<file path="src/rtl/sp_lane_rx.sv">
// sp_lane_rx: single-lane serial receiver. Slides a comma detector over the
// incoming bit stream, locks byte alignment after SYNC_COUNT consecutive
// aligned commas, then delivers each non-comma byte on data_out.
// Optional feature macro: SP_LANE_RX_BYTECNT_EN adds the rx_byte_count output,
// a saturating count of data bytes received while synchronised.
module sp_lane_rx #(
  parameter logic [7:0] COMMA      = 8'hBC,
  parameter int         SYNC_COUNT = 4
) (
  input  logic        clk_8f,
  input  logic        reset_L,
  input  logic        rx_in,
  output logic [7:0]  data_out,
  output logic        valid_out,
  output logic        byte_strobe,
  output logic        rx_active
`ifdef SP_LANE_RX_BYTECNT_EN
  ,
  output logic [15:0] rx_byte_count
`endif
);

  typedef enum logic [1:0] {SEARCH, COUNT, SYNC} state_t;

  localparam logic [3:0] SYNC_N = 4'(SYNC_COUNT);

  state_t     state_q, state_nxt;
  logic [7:0] sr_q;
  logic [2:0] bit_cnt_q, bit_cnt_nxt;
  logic [3:0] comma_cnt_q, comma_cnt_nxt;
  logic [7:0] cur_byte;
  logic       is_comma;
  logic       boundary;
  logic       sync_bnd;

  // The byte completed at this edge includes the bit currently on rx_in.
  assign cur_byte = {sr_q[6:0], rx_in};
  assign is_comma = (cur_byte == COMMA);
  assign boundary = (bit_cnt_q == 3'd7);

  // Next-state logic: sliding search, aligned comma counting, locked sync.
  always_comb begin
    state_nxt     = state_q;
    bit_cnt_nxt   = bit_cnt_q + 3'd1;
    comma_cnt_nxt = comma_cnt_q;
    sync_bnd      = 1'b0;
    case (state_q)
      SEARCH: begin
        bit_cnt_nxt = 3'd0;
        if (is_comma) begin
          comma_cnt_nxt = 4'd1;
          state_nxt     = (SYNC_COUNT == 1) ? SYNC : COUNT;
        end
      end
      COUNT: begin
        if (boundary) begin
          if (is_comma) begin
            comma_cnt_nxt = comma_cnt_q + 4'd1;
            if (comma_cnt_q + 4'd1 == SYNC_N)
              state_nxt = SYNC;
          end else begin
            comma_cnt_nxt = 4'd0;
            bit_cnt_nxt   = 3'd0;
            state_nxt     = SEARCH;
          end
        end
      end
      SYNC: begin
        // Only reset leaves SYNC; every eighth edge is a delivered byte slot.
        sync_bnd = boundary;
      end
      default: begin
        state_nxt     = SEARCH;
        bit_cnt_nxt   = 3'd0;
        comma_cnt_nxt = 4'd0;
      end
    endcase
  end

  // State, shift register and alignment counters.
  always_ff @(posedge clk_8f) begin
    if (!reset_L) begin
      state_q     <= SEARCH;
      sr_q        <= 8'h00;
      bit_cnt_q   <= 3'd0;
      comma_cnt_q <= 4'd0;
    end else begin
      state_q     <= state_nxt;
      sr_q        <= cur_byte;
      bit_cnt_q   <= bit_cnt_nxt;
      comma_cnt_q <= comma_cnt_nxt;
    end
  end

  // Output registers: data/valid change only at SYNC byte boundaries.
  always_ff @(posedge clk_8f) begin
    if (!reset_L) begin
      data_out    <= 8'h00;
      valid_out   <= 1'b0;
      byte_strobe <= 1'b0;
      rx_active   <= 1'b0;
    end else begin
      byte_strobe <= sync_bnd;
      rx_active   <= (state_nxt == SYNC);
      if (sync_bnd) begin
        if (is_comma) begin
          valid_out <= 1'b0;
        end else begin
          data_out  <= cur_byte;
          valid_out <= 1'b1;
        end
      end
    end
  end

`ifdef SP_LANE_RX_BYTECNT_EN
  // Saturating count of data bytes delivered while synchronised.
  always_ff @(posedge clk_8f) begin
    if (!reset_L)
      rx_byte_count <= 16'h0000;
    else if (sync_bnd && !is_comma && rx_byte_count != 16'hFFFF)
      rx_byte_count <= rx_byte_count + 16'd1;
  end
`endif

endmodule

</file>
<file path="config.mk">
export PLATFORM = sky130hd
export DESIGN_NAME = sp_lane_rx
export DESIGN_NICKNAME = d
export VERILOG_FILES = /design/src/rtl/sp_lane_rx.sv
export SDC_FILE = /design/constraint.sdc
export NUM_CORES = 1
export LEC_CHECK = 0
export BUFFER_PORTS_ARGS = -buffer_cell sky130_fd_sc_hd__buf_2
export CAP_MARGIN = 20
export CORE_MARGIN = 5
export CORE_UTILIZATION = 44
export CTS_BUF_LIST = sky130_fd_sc_hd__clkbuf_4 sky130_fd_sc_hd__clkbuf_8
export CTS_CLUSTER_SIZE = 20
export DETAILED_ROUTE_END_ITERATION = 6
export PLACE_DENSITY = 0.69
export SLEW_MARGIN = 20
export SYNTH_ARGS = -nofsm -noshare
export SYNTH_HDL_FRONTEND = slang
export SYNTH_SLANG_ARGS = --single-unit
</file>
<file path="constraint.sdc">
create_clock -name clk_8f -period 1.95 [get_ports clk_8f]
set_input_delay 0.0975 -clock clk_8f [delete_from_list [all_inputs] [get_ports clk_8f]]
set_output_delay 0.0975 -clock clk_8f [all_outputs]
set_load 0.02 [all_outputs]
</file>
# Yosys cells after proc, flatten, opt, wreduce, memory -nomap -nowiden
# Index checks and enable logic that the tools add are counted.
[op_classes]
addsub = 2
eq_ne = 8
muxes = 14
bitwise = 2
n_reduce_logical = 3
[ops]
columns = ["op", "n"]
rows = [
  ["$mux 4", 3],
  ["$pmux 4 s3", 1],
  ["$eq 8x8->1 const B", 1],
  ["$mux 2", 4],
  ["$mux 3", 2],
  ["$pmux 2 s3", 1],
  ["$pmux 3 s2", 1],
  ["$add 4x1->4 const B", 1],
  ["$eq 2x2->1 const B", 2],
  ["$eq 4x3->1 const B", 1],
  ["$ne 2x2->1 const B", 2],
  ["$add 3x1->3 const B", 1],
  ["$eq 3x3->1 const B", 1],
  ["$reduce_and 3->1", 1],
  ["$eq 2x1->1 const B", 1],
  ["$logic_not 2->1", 1],
  ["$mux 1", 2],
  ["$not 1->1", 2],
  ["$reduce_and 2->1", 1],
]
[totals]
ff_bits = 27
inputBits = 3

# Logic depth before layout (Yosys ltp)
[logic_depth]
ltp_word = 7
mapped_depth = 7
depth_no_buf = 7

# Worst setup path before layout
# OpenSTA, ideal clock, no wires.
[synth_path]
kind = "register to register"
start = "register state_q[0]"
end = "register data_out[0]"
setup_time_ns = 0.116
arrival_time_ns = 1.368
t_required_ns = 1.834
slack_ns = 0.465
stages_incl_launch_ff = 7
cell_sequence = "dfxtp_1 -> inv_1 -> ha_1 -> nand2_1 -> nor2_2 -> mux2i_1 -> nor2b_1"
[synth_between]
elab_chain_cells = 3
[synth_lines]
columns = ["item", "line", "rtl"]
rows = [
  ["start, declared", "27", "state_t state_q, state_nxt;"],
  ["start signal, assigned", "88", "state_q <= state_nxt;"],
  ["$eq 2x2->1", "47", "case (state_q)"],
  ["$mux 1", "47", ""],
  ["$reduce_and 2->1 (no line)", "--", ""],
  ["end signal, assigned", "109", "data_out <= cur_byte;"],
  ["end, declared", "13", "output logic [7:0] data_out,"],
]
# No other way between the ends.
# A chain may end at the register's enable or synchronous reset.

# Worst setup path in the final report
[layout_path]
start = "register state_q[0]"
end = "register data_out[4]"
# The elaborated chain is that of the path after synthesis.

==> flow_summary.yaml <==
sta:
  finalSetupViolations: 0
  max_freq_mhz: 574.5
  rsz0062_at_grt: "false"
  fin_setup_tns_ns: 0
  skew_ns: 0.001386
  drv_slew: 0
  fin_crit_sh_pct: 89.26
  layout_setup_ws_ns: 0.2095
  slew_headroom_pct: 63.26
  min_period_ns: 1.741
  timing_hold_violations_final: 0
  worst_pin_slew_ns: 0.5505
cts:
  cts.htree.levels: 1
  cts_buffers: 3
  post_cts_buffers: 0
  clockBufferDepth: 2
  clk_pin_slew_ns: 0.15
  clk_latency_ns: 0.33
  clock_sinks: 27
  tritoncts: "yes"
  cts_resized: 0
  hold_buffers: 0
  cts_root_buf: "clkbuf_4"
global_route:
  grt_pass1_wl_um: 3705
  grt_pass1_vias: 819
  grt_max_degree: 26
  globalRouteTotalUtil_pct: 13.12
  overflow: 0
  antenna_found_initial: 0
detailed_routing:
  drtPass1Iterations: 4
  drt_iter0_drc: 10
  drc: 0
  wl_um: 2079
  viasPerCell: 5.265
  ant_nets: 0
  vias: 853
  wire_per_inst_um: 12.83
min_path:
  min-delay-start: "rx_in"
  hold_path.class: "in2reg"
yosys:
  synth_top_area_cell: "dfxtp_1"
  synth_top_family_by_area: "simple AND/OR/NAND/NOR gates"
  ys_types: 34
  ys_warn_count: 0
  synthAdderAreaFrac_pct: 9.574
  syn_nets: 129
  netlist_area_um2: 1176
  synthXorXnorAreaFrac_pct: 0
  synthArstFlopShare_pct: 0
  synthSimpleGateAreaFrac_pct: 22.13
  synth_seq_area_share_pct: 45.96
  synth-seq-cells: 27
  syn-instance-count: 117
  synth-edff-count: 0
  synth_top_area_share_pct: 45.96
  synthMuxAreaShare_pct: 6.915
  synth_flop_cell: "dfxtp_1"
  synth_compound_area_share_pct: 12.55
  syn_avg_cell_area_um2: 10.05
  synth_area_leaders: "dfxtp_1, ha_1, mux2i_1, and2_1, nor2b_1"
outcome:
  status: "complete, no violations"
critical_path:
  cp_slowest_cell: "nor2_2"
  start_kind: "flop"
  setup.worst_path.end_class: "flop"
  worstReg2RegStart: "state_q[0]"
  critical_path.top_delay_family: "simple AND/OR/NAND/NOR gates"
  slowest_delay_ns: 0.45
  crit_arrival_ns: 1.98
  critical_path_required_ns: 2.19
  worst-path-max-fanout: 9
  path_cells: "inv_1 -> ha_1 -> nand2_1 -> nor2_2 -> mux2i_1 -> nor2b_1"
  cp_num_buf_inv: 1
  crit_start: "state_q[0]"
  critical_path_class: "reg2reg"
place:
  routabilityCongestion: 0.8079
  hpwl_um: 1521
  port_buffers: 13
  dpl_worst_slack_ns: 0.2105
layout:
  final_cell_mix: "dfxtp_1, buf_2, and2_1, nor2b_1, ha_1"
  num_antenna_cells: 0
  fin_util_pct: 51.59
  final_common_cell: "dfxtp_1"
  areaGrowthSynthToFinish_pct: 10.64
  nNetsFinal: 145
  drive_gt1_share_pct: 15.91
flow_run:
  cap_violations: 0
die:
  die_w_um: 61.70
  fp.dieArea_um2: 3807
  initial_utilization_pct: 46.63
  rows: 18
  core_area_um2: 2522
  die_h_um: 61.70
  io_pins: 14
power_and_ir_drop:
  power_frac_comb_pct: 2.0
  p_leak_nw: 0.5341
  powerDensity_nw_per_um2: 631.8
  internal_power_mw: 0.6409
  power_frac_clock_pct: 30.3
  seqPwrFrac_pct: 67.8
  power.share.switching_pct: 22.05
  p_sw_mw: 0.1813
  peakVddDrop_mv: 0.3993
[per-stage QoR]
step	hold slack [ns]	instance area [µm²]	total power [mW]	instances
floorplan	0.2192	1176	0.5788	117
global placement	0.3937	1271	0.5851	158
detailed placement	0.4039	1271	0.5854	158
CTS	0.05233	1301	0.8336	162
global route	0.03437	1301	0.8604	162
finish	0.05263	1301	0.8222	162
[power by group through the flow]
stage / registers [mW] / clock network, mW / logic [mW]
4_1_cts: 0.558 / 0.260 / 0.0159
3_5_place_dp: 0.569 / 0 / 0.0161
5_1_grt: 0.558 / 0.284 / 0.0177
2_1_floorplan: 0.569 / 0 / 0.0103
3_3_place_gp: 0.569 / 0 / 0.0159
6_report: 0.557 / 0.249 / 0.0160
[layout make-up]
| type | instances | area [µm²] |
|---|---|---|
| clock buffers | 3 | 22.52 |
| flip-flops and latches | 27 | 540.5 |
| repair buffers | 13 | 65.06 |
| well taps | 30 | 37.54 |
| fillers | 246 | 1221 |
| clock inverters | 1 | 7.507 |
| inverters | 7 | 26.28 |
| multi-input cells | 81 | 601.8 |
[Yosys cell counts, drive strengths merged, types with 2 or more instances]
cell type,count
dfxtp,27
and2,11
nor2b,10
ha,9
inv,7
mux2i,7
nor2,7
a21oi,5
nand2,5
o21ai,4
clkbuf,2
nand2b,2
nand3,2
[sequential cells by signal (all words and copies together) (netlist names)]
register	cells
comma_cnt_q	4
byte_strobe	1
data_out	8
state_q	2
rx_active	1
bit_cnt_q	3
sr_q	7
valid_out	1
[layer usage]
| metal | track usage (%) | wire length, µm | share of wire [%] | vias up |
|---|---|---|---|---|
| met5 | 0 | 0 | 0 | - |
| met4 | 7.576 | 57 | 2.7 | 0 |
| met3 | 2.479 | 75 | 3.6 | 4 |
| met2 | 18.68 | 871 | 42 | 14 |
| met1 | 18.42 | 1074 | 52 | 399 |
| li1 | - | - | - | 436 |
[path summary, 6_finish.rpt]
kind / to / slack [ns] / cells after the start
min: sr_q[0] / 0.05 / 2
max: data_out[4] / 0.21 / 6
min reg2reg: bit_cnt_q[0] / 0.44 / 1
max reg2reg: data_out[4] / 0.21 / 6
[logic make-up (layout without fill, tap and decap cells)]
logic type,after synthesis,after routing
mux,8,8
flops,27,27
simple gates,43,43
fa+ha+maj,9,9
compound gates,21,21
buf+inv,9,24
[worst register-to-register path: stages (launching register included)]
cell and delay, ns:
dfxtp_1 0.38, inv_1 0.12, ha_1 0.27, nand2_1 0.13
nor2_2 0.45, mux2i_1 0.26, nor2b_1 0.06
No activity file was read; power rests on OpenSTA's default activity.
